`src/rtl/master_addr_sender.sv`:
```
// master_addr_sender: serialises a latched slave address to the decoder, waits for ack,
// and tracks the connected/split phases of the bus transaction.
module master_addr_sender #(
  parameter int DEVICE_ADDR_WIDTH = 4,
  parameter int ACK_TIMEOUT       = 8
) (
  input  logic                         clk,
  input  logic                         rst,
  input  logic                         start,
  input  logic [DEVICE_ADDR_WIDTH-1:0] dev_addr,
  input  logic                         bus_grant,
  input  logic                         ack,
  input  logic                         ssplit,
  input  logic                         split_grant,
  input  logic                         done,
  output logic                         mwdata,
  output logic                         mvalid,
  output logic                         busy,
  output logic                         connected,
  output logic                         addr_err
);
  localparam int CW = $clog2(DEVICE_ADDR_WIDTH) + 1;
  localparam int TW = $clog2(ACK_TIMEOUT) + 1;
  localparam logic [2:0] S_IDLE  = 3'd0;
  localparam logic [2:0] S_ADDR  = 3'd1;
  localparam logic [2:0] S_WAIT  = 3'd2;
  localparam logic [2:0] S_CONN  = 3'd3;
  localparam logic [2:0] S_SPLIT = 3'd4;
  logic [2:0]                   r_state;
  logic [2:0]                   w_next;
  logic [CW-1:0]                r_bit;
  logic [TW-1:0]                r_tmo;
  logic [DEVICE_ADDR_WIDTH-1:0] r_addr;
  logic [CW-1:0]                w_nbit;
  logic [DEVICE_ADDR_WIDTH-1:0] w_shift;
  logic                         w_accept;
  logic                         w_last;
  logic                         w_expire;
  assign w_accept = (r_state == S_IDLE) && start && bus_grant;
  assign w_last   = r_bit == CW'(DEVICE_ADDR_WIDTH - 1);
  assign w_expire = r_tmo == TW'(ACK_TIMEOUT - 1);
  assign w_nbit   = r_bit + CW'(1);
  assign w_shift  = r_addr >> w_nbit;
  always_comb begin
    w_next = r_state;
    case (r_state)
      S_IDLE:  w_next = w_accept ? S_ADDR : S_IDLE;
      S_ADDR:  w_next = w_last ? S_WAIT : S_ADDR;
      S_WAIT:  w_next = ack ? S_CONN : w_expire ? S_IDLE : S_WAIT;
      S_CONN:  w_next = done ? S_IDLE : ssplit ? S_SPLIT : S_CONN;
      S_SPLIT: w_next = split_grant ? S_CONN : S_SPLIT;
      default: w_next = S_IDLE;
    endcase
  end
  // Outputs are registered from the next state so they line up with the state they describe.
  always_ff @(posedge clk or posedge rst) begin
    if (rst) begin
      r_state   <= S_IDLE;
      r_bit     <= '0;
      r_tmo     <= '0;
      r_addr    <= '0;
      mwdata    <= 1'b0;
      mvalid    <= 1'b0;
      busy      <= 1'b0;
      connected <= 1'b0;
      addr_err  <= 1'b0;
    end else begin
      r_state   <= w_next;
      r_bit     <= (r_state == S_ADDR) ? w_nbit : '0;
      r_tmo     <= (r_state == S_WAIT) ? r_tmo + TW'(1) : '0;
      r_addr    <= w_accept ? dev_addr : r_addr;
      mwdata    <= w_accept ? dev_addr[0] : (r_state == S_ADDR && !w_last) ? w_shift[0] : 1'b0;
      mvalid    <= (w_next == S_ADDR) || (w_next == S_WAIT) || (w_next == S_CONN);
      busy      <= w_next != S_IDLE;
      connected <= w_next == S_CONN;
      addr_err  <= (r_state == S_WAIT) && !ack && w_expire;
    end
  end
endmodule

```
`config.mk`:
```
export PLATFORM = sky130hd
export DESIGN_NAME = master_addr_sender
export DESIGN_NICKNAME = d
export VERILOG_FILES = /design/src/rtl/master_addr_sender.sv
export SDC_FILE = /design/constraint.sdc
export NUM_CORES = 1
export LEC_CHECK = 0
export CELL_PAD_IN_SITES_DETAIL_PLACEMENT = 1
export CELL_PAD_IN_SITES_GLOBAL_PLACEMENT = 1
export CORE_MARGIN = 4
export CORE_UTILIZATION = 39
export CTS_CLUSTER_SIZE = 30
export DETAILED_ROUTE_END_ITERATION = 8
export PLACE_DENSITY_LB_ADDON = 0.1
export SLEW_MARGIN = 20
export SYNTH_ARGS = -nofsm -noshare
export SYNTH_HDL_FRONTEND = slang
export SYNTH_SLANG_ARGS = --single-unit
```
`constraint.sdc`:
```
create_clock -name clk -period 1.8 [get_ports clk]
set_clock_uncertainty 0.2 [all_clocks]
set_input_delay 0.36 -clock clk [delete_from_list [all_inputs] [get_ports clk]]
set_output_delay 0.36 -clock clk [all_outputs]
set_load 0.03 [all_outputs]
```
==> key figures, run 1 <==
Status
  – Status: finished, final reports clean

Clocking
  – H-Tree Level Count: 1
  – Cts bufs inserted: 3
  – Worst-path clk slew: between 100 and 150 ps
  – Clock sinks: 19
  – Worst skew pair latency: approximately 300 ps
  – Hold Buf Count CTS: 0
  – Root buf cell: clkbuf_4
  – Clk buf depth: 2
  – CTS tree: yes

Route
  – Initial DRC count: 12
  – DR WL met3: around 120 um
  – First-pass DRT Iterations: 4
  – Top Layer Used: met4
  – WL final: about 1800 um
  – DRC: 0
  – Via-per-instance ratio: about 5.1
  – Vias: 619
  – Met1 Routed Length: approximately 840 um
  – Post-DR wirelength/cell: ~15 um
  – Remaining antenna violation count after routing: 0
  – Metal2 WL: 820 um

Synthesis
  – Syn_nets: slightly below 90
  – Synth async-reset ratio: between 90% and 100%
  – Top cells by count, synth: dfrtp_1, nor2_1, nand2_1
  – Yosys warnings: 0
  – Leading area contributor after synthesis: dfrtp_1
  – Cells after Synth: 74
  – Yosys top cell area share: 53.7%
  – Main synth FF type: dfrtp_1
  – Post-synthesis cell type count: 27
  – EDFF count, synth: 0
  – Sequential share of the synthesized area: a little over half
  – Number of synthesized register bits: 19
  – Count leader, synth: dfrtp_1
  – Synth Area per Inst: 12.0 um2
  – Cell Area, Synth: between 800 and 900 um2
  – Top cells by area, synth: dfrtp_1, mux2_4, ha_1, nor2_1, nand4b_4

Critical path
  – R2R Setup Slk: roughly 130 ps
  – Crit path launch type: flop
  – CP Data Required Time: 1780 ps
  – CP max stage delay: ~430 ps
  – CP Class: flop to flop
  – CP top delay family: adder cells
  – Most common cell on crit path: ha_1
  – Critical path, cell by cell: ha_1 > ha_1 > nand2b_1 > a21oi_1 > a31oi_1 > o211ai_1
  – Worst Path Buf+Inv: 0
  – Crit end category: flop
  – Crit-path max FO: 4
  – Slowest cell on the critical path: dfrtp_1
  – Data arrival, critical path: between 1500 and 2000 ps

Cells and area
  – Area grow syn2layout: 23.5%
  – Share of cells above drive strength 1: between 10% and 20%
  – Fin nets: 110
  – Ant. Diodes: 0

Pwr
  – Max VDD drop: around 0.00063 V
  – PwrDens: around 1400 nW/um2
  – Pleak: around 0.53 nW
  – Design Power: 1.52 mW

Global route
  – Global-route wire length before repair: 3170 um
  – Largest net degree at the start of global routing: 20
  – Initial antenna violation count: 0
  – Vias in the first global route: ~680
  – GR Overflow Total: 0
  – Overall Global Routing Usage: between 10 and 15%

Place
  – Pre-CTS WS: -90.3 ps
  – Port bufs: 16
  – HPWL Detailed: between 1000 and 1500 um
  – Placer congestion estimate: between 0.7 and 0.8

Timing
  – Relative slew slack: a little over two thirds
  – Setup TNS: 0 ps
  – Fin. max-slew vios: 0
  – Min cycle time layout: 1670 ps
  – Setup ws final: 127 ps
  – Final worst-path cycle share: 92.9%
  – Fin. Hold Viols: 0
  – RSZ-0062 raised after global routing: false
  – Worst Tran Pin Value: roughly 450 ps
  – Max frequency: ~600 MHz
  – Setup-failing EPs final: 0

Worst hold path
  – Hold crit path type: input port to asynchronous set/reset pin

Die
  – Initial Utilization: 42.9%
  – Io pins: 17
  – Total core area: 2060 um2
  – Die Y: ~56 um
  – DIE WIDTH: ~56 um
  – Row cnt: 16
  – Die area: 3090 um2

Job
  – Max_cap viols: 0
through the flow:
| stage | std cells | cell area (um2) | hold slack, ps | util, % |
|---|---|---|---|---|
| CTS | 121 | 1090 | 175 | 53.0 |
| finish | 121 | 1090 | 169 | 53.0 |
| detailed placement | 117 | 1070 | 260 | 51.9 |
| global placement | 117 | 1070 | 252 | 51.9 |
| global route | 121 | 1090 | 204 | 53.0 |
| floorplan | 74 | 885 | 111 | - |
kinds of logic after synthesis:
family	synth area share (%)
compound gates	7.36
flops	53.7
buf+inv	4.67
xor+xnor	1.98
mux	7.64
simple gates	20.4
fa+ha+maj	4.24
layout by cell type, fill, tap and decap left out, types with 2 or more instances in the layout:
master           count
dfrtp_1             19
clkdlybuf4s50_1     11
nor2_1               7
nand2_1              6
inv_1                5
dlygate4sd2_1        5
mux2_4               3
nand2b_1             3
nand3_1              3
ha_1                 3
clkbuf_4             3
a31oi_1              2
and2_1               2
nor3_1               2
o21ai_0              2
a21oi_1              2
buf_4                2
state kept, by name, indices dropped and copies added, names as in the netlist:
name and cells:
addr_err 1, busy 1, connected 1, mvalid 1, mwdata 1, r_addr 4, r_bit 3, r_state 3
r_tmo 4
worst reg2reg max path, stage by stage (launching register included):
cell and delay (ps):
dfrtp_1 430, ha_1 210, ha_1 230, nand2b_1 80, a21oi_1 70, a31oi_1 210
o211ai_1 120
worst paths after layout:
path,cells after the start,from,end
worst max-delay path,6,r_bit[0],busy
worst min-delay path,3,rst,r_bit[2]
worst max register to register,6,r_bit[0],busy
worst min register to register,1,r_tmo[0],r_tmo[0]
max in group asynchronous,3,rst,r_tmo[0]
min in group clk,1,r_tmo[0],r_tmo[0]
metal layers:
metal | vias to the layer above | global-route usage, %
li1 | 299 | -
met3 | 4 | 3.94
met5 | - | 0
met2 | 17 | 19.8
met4 | 0 | 8.33
met1 | 299 | 17.3
area by class of cell:
| type | instances | area [um2] |
|---|---|---|
| Fill cell | 230 | 970 |
| Sequential cell | 19 | 475 |
| Multi-Input combinational cell | 48 | 368 |
| Timing Repair Buffer | 18 | 169 |
| Tap cell | 27 | 33.8 |
| Clock buffer | 3 | 22.5 |
| Inverter | 5 | 18.8 |
| Clock inverter | 1 | 5.00 |
power by group:
part	total (mW)	internal [mW]	leakage [nW]	switching, mW
clock network	0.215	0.0829	0.0177	0.132
registers	0.686	0.565	0.246	0.121
logic	0.619	0.294	0.265	0.326
total	1.52	0.942	0.529	0.578
timing repair:
item,CTS,global route
setup endpoints to repair,5,0
gates resized for setup,5,0
setup buffers,0,0
Power figures use the tool's default switching activity.
==> run 2, diff against run 1 <==
CORE_MARGIN = 2   (was 4)
CTS_CLUSTER_SIZE = default   (was 30)
==> run 2 against run 1 <==
  * Critical path depth unchanged
  * Worst hold slack worse by 9.0 ps
  * Largest power group unchanged
  * Non-clock buffer count down 1
  * Wire length down 11%
  * Via count down 2.7%
==> key figures, run 2 (synthesized netlist as in run 1, its figures left out) <==
Status
  – Status: finished, final reports clean

Critical path
  – FF-to-FF End: busy
  – Crit-path max FO: 4 (unchanged)
  – Most common cell on crit path: ha_1
  – Worst Setup EP: busy
  – Worst setup path start: r_bit[0]
  – Data arrival, critical path: 1630 ps (-20 ps)
  – Critical path, cell by cell: ha_1 > ha_1 > nand2b_1 > a21oi_1 > a31oi_1 > o211ai_1
  – Worst Path Buf+Inv: 0 (unchanged)
  – Crit end category: flop
  – CP max stage delay: 430 ps (about the same)
  – Slowest cell on the critical path: dfrtp_1
  – R2R Setup Slk: 160 ps (+30 ps)
  – Cell count along the critical path: 6 (unchanged)
  – Crit path launch type: flop
  – R2R cell count: 6 (unchanged)
  – CP Data Required Time: 1790 ps (about the same)
  – Worst R2R Start: r_bit[0]
  – CP top delay family: adder cells
  – CP Class: flop to flop

Place
  – Placer congestion estimate: 0.686 (-10%)
  – HPWL Detailed: 1230 um (-11%)
  – Port bufs: 16 (unchanged)
  – Inst Count DP: 117 (unchanged)

Route
  – DRC: 0 (unchanged)
  – Via-per-instance ratio: 4.98 (-2.7%)
  – WL final: 1630 um (-11%)
  – First-pass DRT Iterations: 4 (unchanged)
  – Remaining antenna violation count after routing: 0 (unchanged)
  – Vias: 602 (-2.7%)
  – Post-DR wirelength/cell: 13.4 um (-11%)
  – Initial DRC count: 5 (-7)

Clocking
  – Worst-path clk slew: 110 ps (about the same)
  – H-Tree Level Count: 1 (unchanged)
  – Clk buf depth: 2 (unchanged)
  – Clock sinks: 19 (unchanged)
  – CTS tree: yes
  – Post-CTS Setup Repair Bufs: 0 (unchanged)
  – Cts bufs inserted: 3 (unchanged)
  – Root buf cell: clkbuf_4
  – Worst skew pair latency: 310 ps (about the same)

Timing
  – Worst Tran Pin Value: 401 ps (-49.9 ps)
  – Fin. max-slew vios: 0 (unchanged)
  – Max frequency: 610 MHz (+2.0%)
  – Fin. Hold Viols: 0 (unchanged)
  – Final worst-path cycle share: 91.1% (-1.8 points)
  – Relative slew slack: 73.3% (+3.5 points)
  – RSZ-0062 raised after global routing: false
  – Setup-failing EPs final: 0 (unchanged)
  – Min cycle time layout: 1640 ps (-33.0 ps)
  – Setup TNS: 0 ps (unchanged)
  – Hold slack: 160 ps (-8.98 ps)

Cells and area
  – Share of cells above drive strength 1: 12.9% (-2.0 points)
  – Fin cells: 121 (unchanged)
  – Area grow syn2layout: 22.6%
  – Biggest regs: r_addr (4), r_tmo (4)
  – Fin nets: 109 (-0.91%)
  – Ant. Diodes: 0 (unchanged)
  – Most frequent cells in the layout: dfrtp_1, clkdlybuf4s50_1, nor2_1
  – Most common cell after layout, fill and taps aside: dfrtp_1

Die
  – DIE WIDTH: 51.6 um (-7.2%)
  – Die Y: 51.6 um (-7.2%)
  – Io pins: 17 (unchanged)
  – Total core area: 2170 um2 (+5.2%)
  – Row cnt: 17 (+1)
  – Initial Utilization: 40.8% (-2.1 points)
  – Die area: 2670 um2 (-14%)

Global route
  – Global-route wire length before repair: 2660 um (-16%)
  – GR Overflow Total: 0 (unchanged)
  – Largest net degree at the start of global routing: 20 (unchanged)
  – Initial antenna violation count: 0 (unchanged)
  – Vias in the first global route: 582 (-14%)
  – Overall Global Routing Usage: 14.6% (+1.1 points)

Worst hold path
  – Hold crit path type: input port to asynchronous set/reset pin

Pwr
  – Pleak: 0.522 nW (-1.4%)
  – PwrDens: 1390 nW/um2 (-0.20%)
  – Max VDD drop: 0.000652 V (+3.7%)

Job
  – Max_cap viols: 0 (unchanged)
[run 2: cell types whose count changed in the layout (fill, tap and decap cells not counted)]
cell	change
buf_4	-1
clkbuf_1	+1
clkinv_2	-1
[run 2: area by class of cell]
class / instances / area [um2]
clock buffers: 4 / 26.3
fillers: 260 / 1080
inverters: 5 / 18.8
multi-input cells: 48 / 368
flip-flops and latches: 19 / 475
well taps: 28 / 35.0
repair buffers: 17 / 161
[run 2: routing by layer]
layer  share of wire [%]  global-route usage (%)  up-vias
met5                   0                       0        -
met4                 3.1                    10.5        0
met3                 4.0                    2.59        5
met2                  47                    22.9       15
met1                  45                    17.9      289
li1                    -                       -      293
[run 2: power by group]
part,internal (mW),switching [mW]
clock network,0.0866,0.136
registers,0.565,0.122
logic,0.291,0.306
[run 2: tightest hold or removal path: stages]
cell and delay, ps:
clkdlybuf4s50_1 400, inv_1 50, buf_4 240
[run 2: metrics by stage]
stage / worst slack, ps / total power, mW / utilization (%) / instance area [um2]
after floorplan: 265 / 1.15 / - / 885
after global placement: 4.15 / 1.31 / 49.1 / 1060
after detailed placement: -0.594 / 1.33 / 49.1 / 1060
after CTS: 150 / 1.53 / 50.0 / 1080
after global routing: 81.7 / 1.61 / 50.0 / 1080
final: 160 / 1.51 / 50.0 / 1080
[run 2: timing repair]
| action | in CTS | in global routing |
|---|---|---|
| endpoints found under the setup margin | 5 | 0 |
| endpoints found under the hold margin | 0 | 0 |
| gates resized for setup | 5 | 0 |
| hold buffers | 0 | 0 |
[run 2: worst min path at each step]
| stage | slack [ps] | end | startpoint | depth (start not counted) |
|---|---|---|---|---|
| global placement | 260 | r_tmo[0] | r_tmo[0] | 1 |
| detailed placement | 260 | r_tmo[0] | r_tmo[0] | 1 |
| floorplan | 110 | addr_err | rst | 1 |
| finish | 160 | r_tmo[3] | rst | 3 |
| global route | 190 | r_addr[0] | rst | 3 |
| CTS | 170 | r_tmo[2] | rst | 3 |
==> run 3, diff against run 2 <==
RECOVER_POWER = 25   (was default)
SLEW_MARGIN = 40   (was 20)
==> run 3 against run 2 <==
  * Fmax unchanged
  * Global-route usage unchanged
  * Largest power group unchanged
  * Critical path type unchanged
  * Register-to-register slack about the same
==> key figures, run 3 (synthesized netlist as in run 1, its figures left out) <==
Clocking
  – CTS tree: yes
  – Clk buf depth: 2 (unchanged)
  – Cts bufs inserted: 3 (unchanged)
  – H-Tree Level Count: 1 (unchanged)
  – Post-CTS Setup Repair Bufs: 0 (unchanged)
  – Worst-path clk slew: 110 ps (about the same)
  – Root buf cell: clkbuf_4
  – Worst skew pair latency: 310 ps (about the same)
  – Clock sinks: 19 (unchanged)

Pwr
  – PwrDens: 1390 nW/um2 (+0.27%)
  – P_sw: 564 uW (about the same)
  – Power share of the clock group: 14.8% (about the same)
  – Switching Fraction: 37.5% (about the same)
  – Int Pwr: 941 uW (-0.11%)
  – Pleak: 0.518 nW (-0.69%)
  – Seq pwr share: 45.6% (about the same)
  – Max VDD drop: 0.000651 V (-0.21%)
  – Gate power share: 39.6% (about the same)
  – Design Power: 1.51 mW (about the same)

Critical path
  – CP Data Required Time: 1790 ps (about the same)
  – Crit end category: flop
  – R2R cell count: 6 (unchanged)
  – Data arrival, critical path: 1630 ps (about the same)
  – CP Class: flop to flop
  – Worst R2R Start: r_bit[0]
  – FF-to-FF End: busy
  – R2R Setup Slk: 160 ps (about the same)
  – Worst setup path start: r_bit[0]
  – Crit-path max FO: 4 (unchanged)
  – Crit path launch type: flop

Timing
  – Relative slew slack: 33.9% (-39 points)
  – Hold slack: 269 ps (+109 ps)
  – Setup-failing EPs final: 0 (unchanged)
  – Fin. Hold Viols: 0 (unchanged)
  – Setup TNS: 0 ps (unchanged)
  – RSZ-0062 raised after global routing: false
  – Max frequency: 610 MHz (unchanged)
  – Min cycle time layout: 1640 ps (+0.00100 ps)
  – Fin. max-slew vios: 0 (unchanged)
  – Worst Tran Pin Value: 991 ps (+590 ps)
  – Final worst-path cycle share: 91.1% (about the same)

Global route
  – Initial antenna violation count: 0 (unchanged)
  – Largest net degree at the start of global routing: 20 (unchanged)
  – GR Overflow Total: 0 (unchanged)
  – Global-route wire length before repair: 2660 um (unchanged)
  – Overall Global Routing Usage: 14.6% (unchanged)
  – Vias in the first global route: 582 (unchanged)

Die
  – Total core area: 2170 um2 (unchanged)
  – Io pins: 17 (unchanged)
  – Initial Utilization: 40.8% (unchanged)
  – Row cnt: 17 (unchanged)
  – DIE WIDTH: 51.6 um (unchanged)
  – Die area: 2670 um2 (unchanged)
  – Die Y: 51.6 um (unchanged)

Job
  – Max_cap viols: 0 (unchanged)

Worst hold path
  – Worst Hold Launch: r_tmo[0]
  – Hold Crit Endpoint: r_tmo[0]
  – Hold depth: 1
  – Hold crit path type: flop to flop

Cells and area
  – Layout Cell Area excl Fill: 1080 um2 (-0.35%)
  – Area grow syn2layout: 22.2%
  – Ant. Diodes: 0 (unchanged)
  – Most common cell after layout, fill and taps aside: dfrtp_1
  – Fin nets: 109 (unchanged)
  – Post-layout util: 49.8% (-0.17 points)
  – Share of cells above drive strength 1: 11.8% (-1.1 points)
  – Biggest regs: r_addr (4), r_tmo (4)
  – Most frequent cells in the layout: dfrtp_1, clkdlybuf4s50_1, nor2_1
  – # fillers: 261 (+0.38%)

Route
  – WL final: 1630 um (about the same)
  – Via-per-instance ratio: 4.98 (unchanged)
  – DRC: 0 (unchanged)
  – Remaining antenna violation count after routing: 0 (unchanged)
  – Vias: 602 (unchanged)
  – Initial DRC count: 5 (unchanged)
  – Post-DR wirelength/cell: 13.5 um (about the same)
  – First-pass DRT Iterations: 4 (unchanged)

Place
  – Placer congestion estimate: 0.686 (unchanged)
  – Port bufs: 16 (unchanged)
  – Dpl cell area: 1060 um2 (unchanged)
  – HPWL Detailed: 1230 um (unchanged)

Status
  – Status: finished, final reports clean
==> run 3: cell types whose count changed in the layout (fill, tap and decap cells not counted), sizes merged <==
cell | previous run | this run
clkbuf | 4 | 5
buf | 1 | 0
==> run 3: timing repair <==
item,CTS,global route
endpoints found under the setup margin,5,0
resized for setup,5,0
hold buffers,0,0
==> run 3: worst max-delay path by stage <==
stage	cells past startpoint	endpoint	slack, ps
detailed placement	5	mvalid	-0.6
CTS	4	busy	150
global placement	5	mvalid	4
finish	6	busy	160
global route	6	busy	80
floorplan	4	busy	270
==> run 3: layout make-up <==
class	instances	area (um2)	share of cell area [%]
well taps	28	35.0	3.24
multi-input cells	48	368	34.0
inverters	5	18.8	1.74
clock buffers	4	26.3	2.43
flip-flops and latches	19	475	44.0
repair buffers	17	158	14.6
==> run 3: power groups by stage <==
stage	registers [mW]	clock network, mW	logic, mW
final	0.687	0.223	0.596
after global routing	0.708	0.242	0.664
after CTS	0.689	0.231	0.610
after detailed placement	0.697	0	0.630
after global placement	0.690	0	0.617
after floorplan	0.714	0	0.432
==> run 3: critical path, stage by stage, from the launching register on <==
cell and delay [ps]:
dfrtp_1 430, ha_1 220, ha_1 220, nand2b_1 80
a21oi_1 60, a31oi_1 200, o211ai_1 110
==> run 3: metal layers <==
layer	track usage, %	part of all wire [%]
met4	10.5	3.1
met2	22.9	48
met1	17.9	45
met3	2.59	4.0
met5	0	0
==> run 3: stage by stage <==
step | setup WS (ps) | std cells
5_1_grt | 81.7 | 121
3_5_place_dp | -0.594 | 117
4_1_cts | 150 | 121
2_1_floorplan | 265 | 74
3_3_place_gp | 4.15 | 117
6_report | 160 | 121
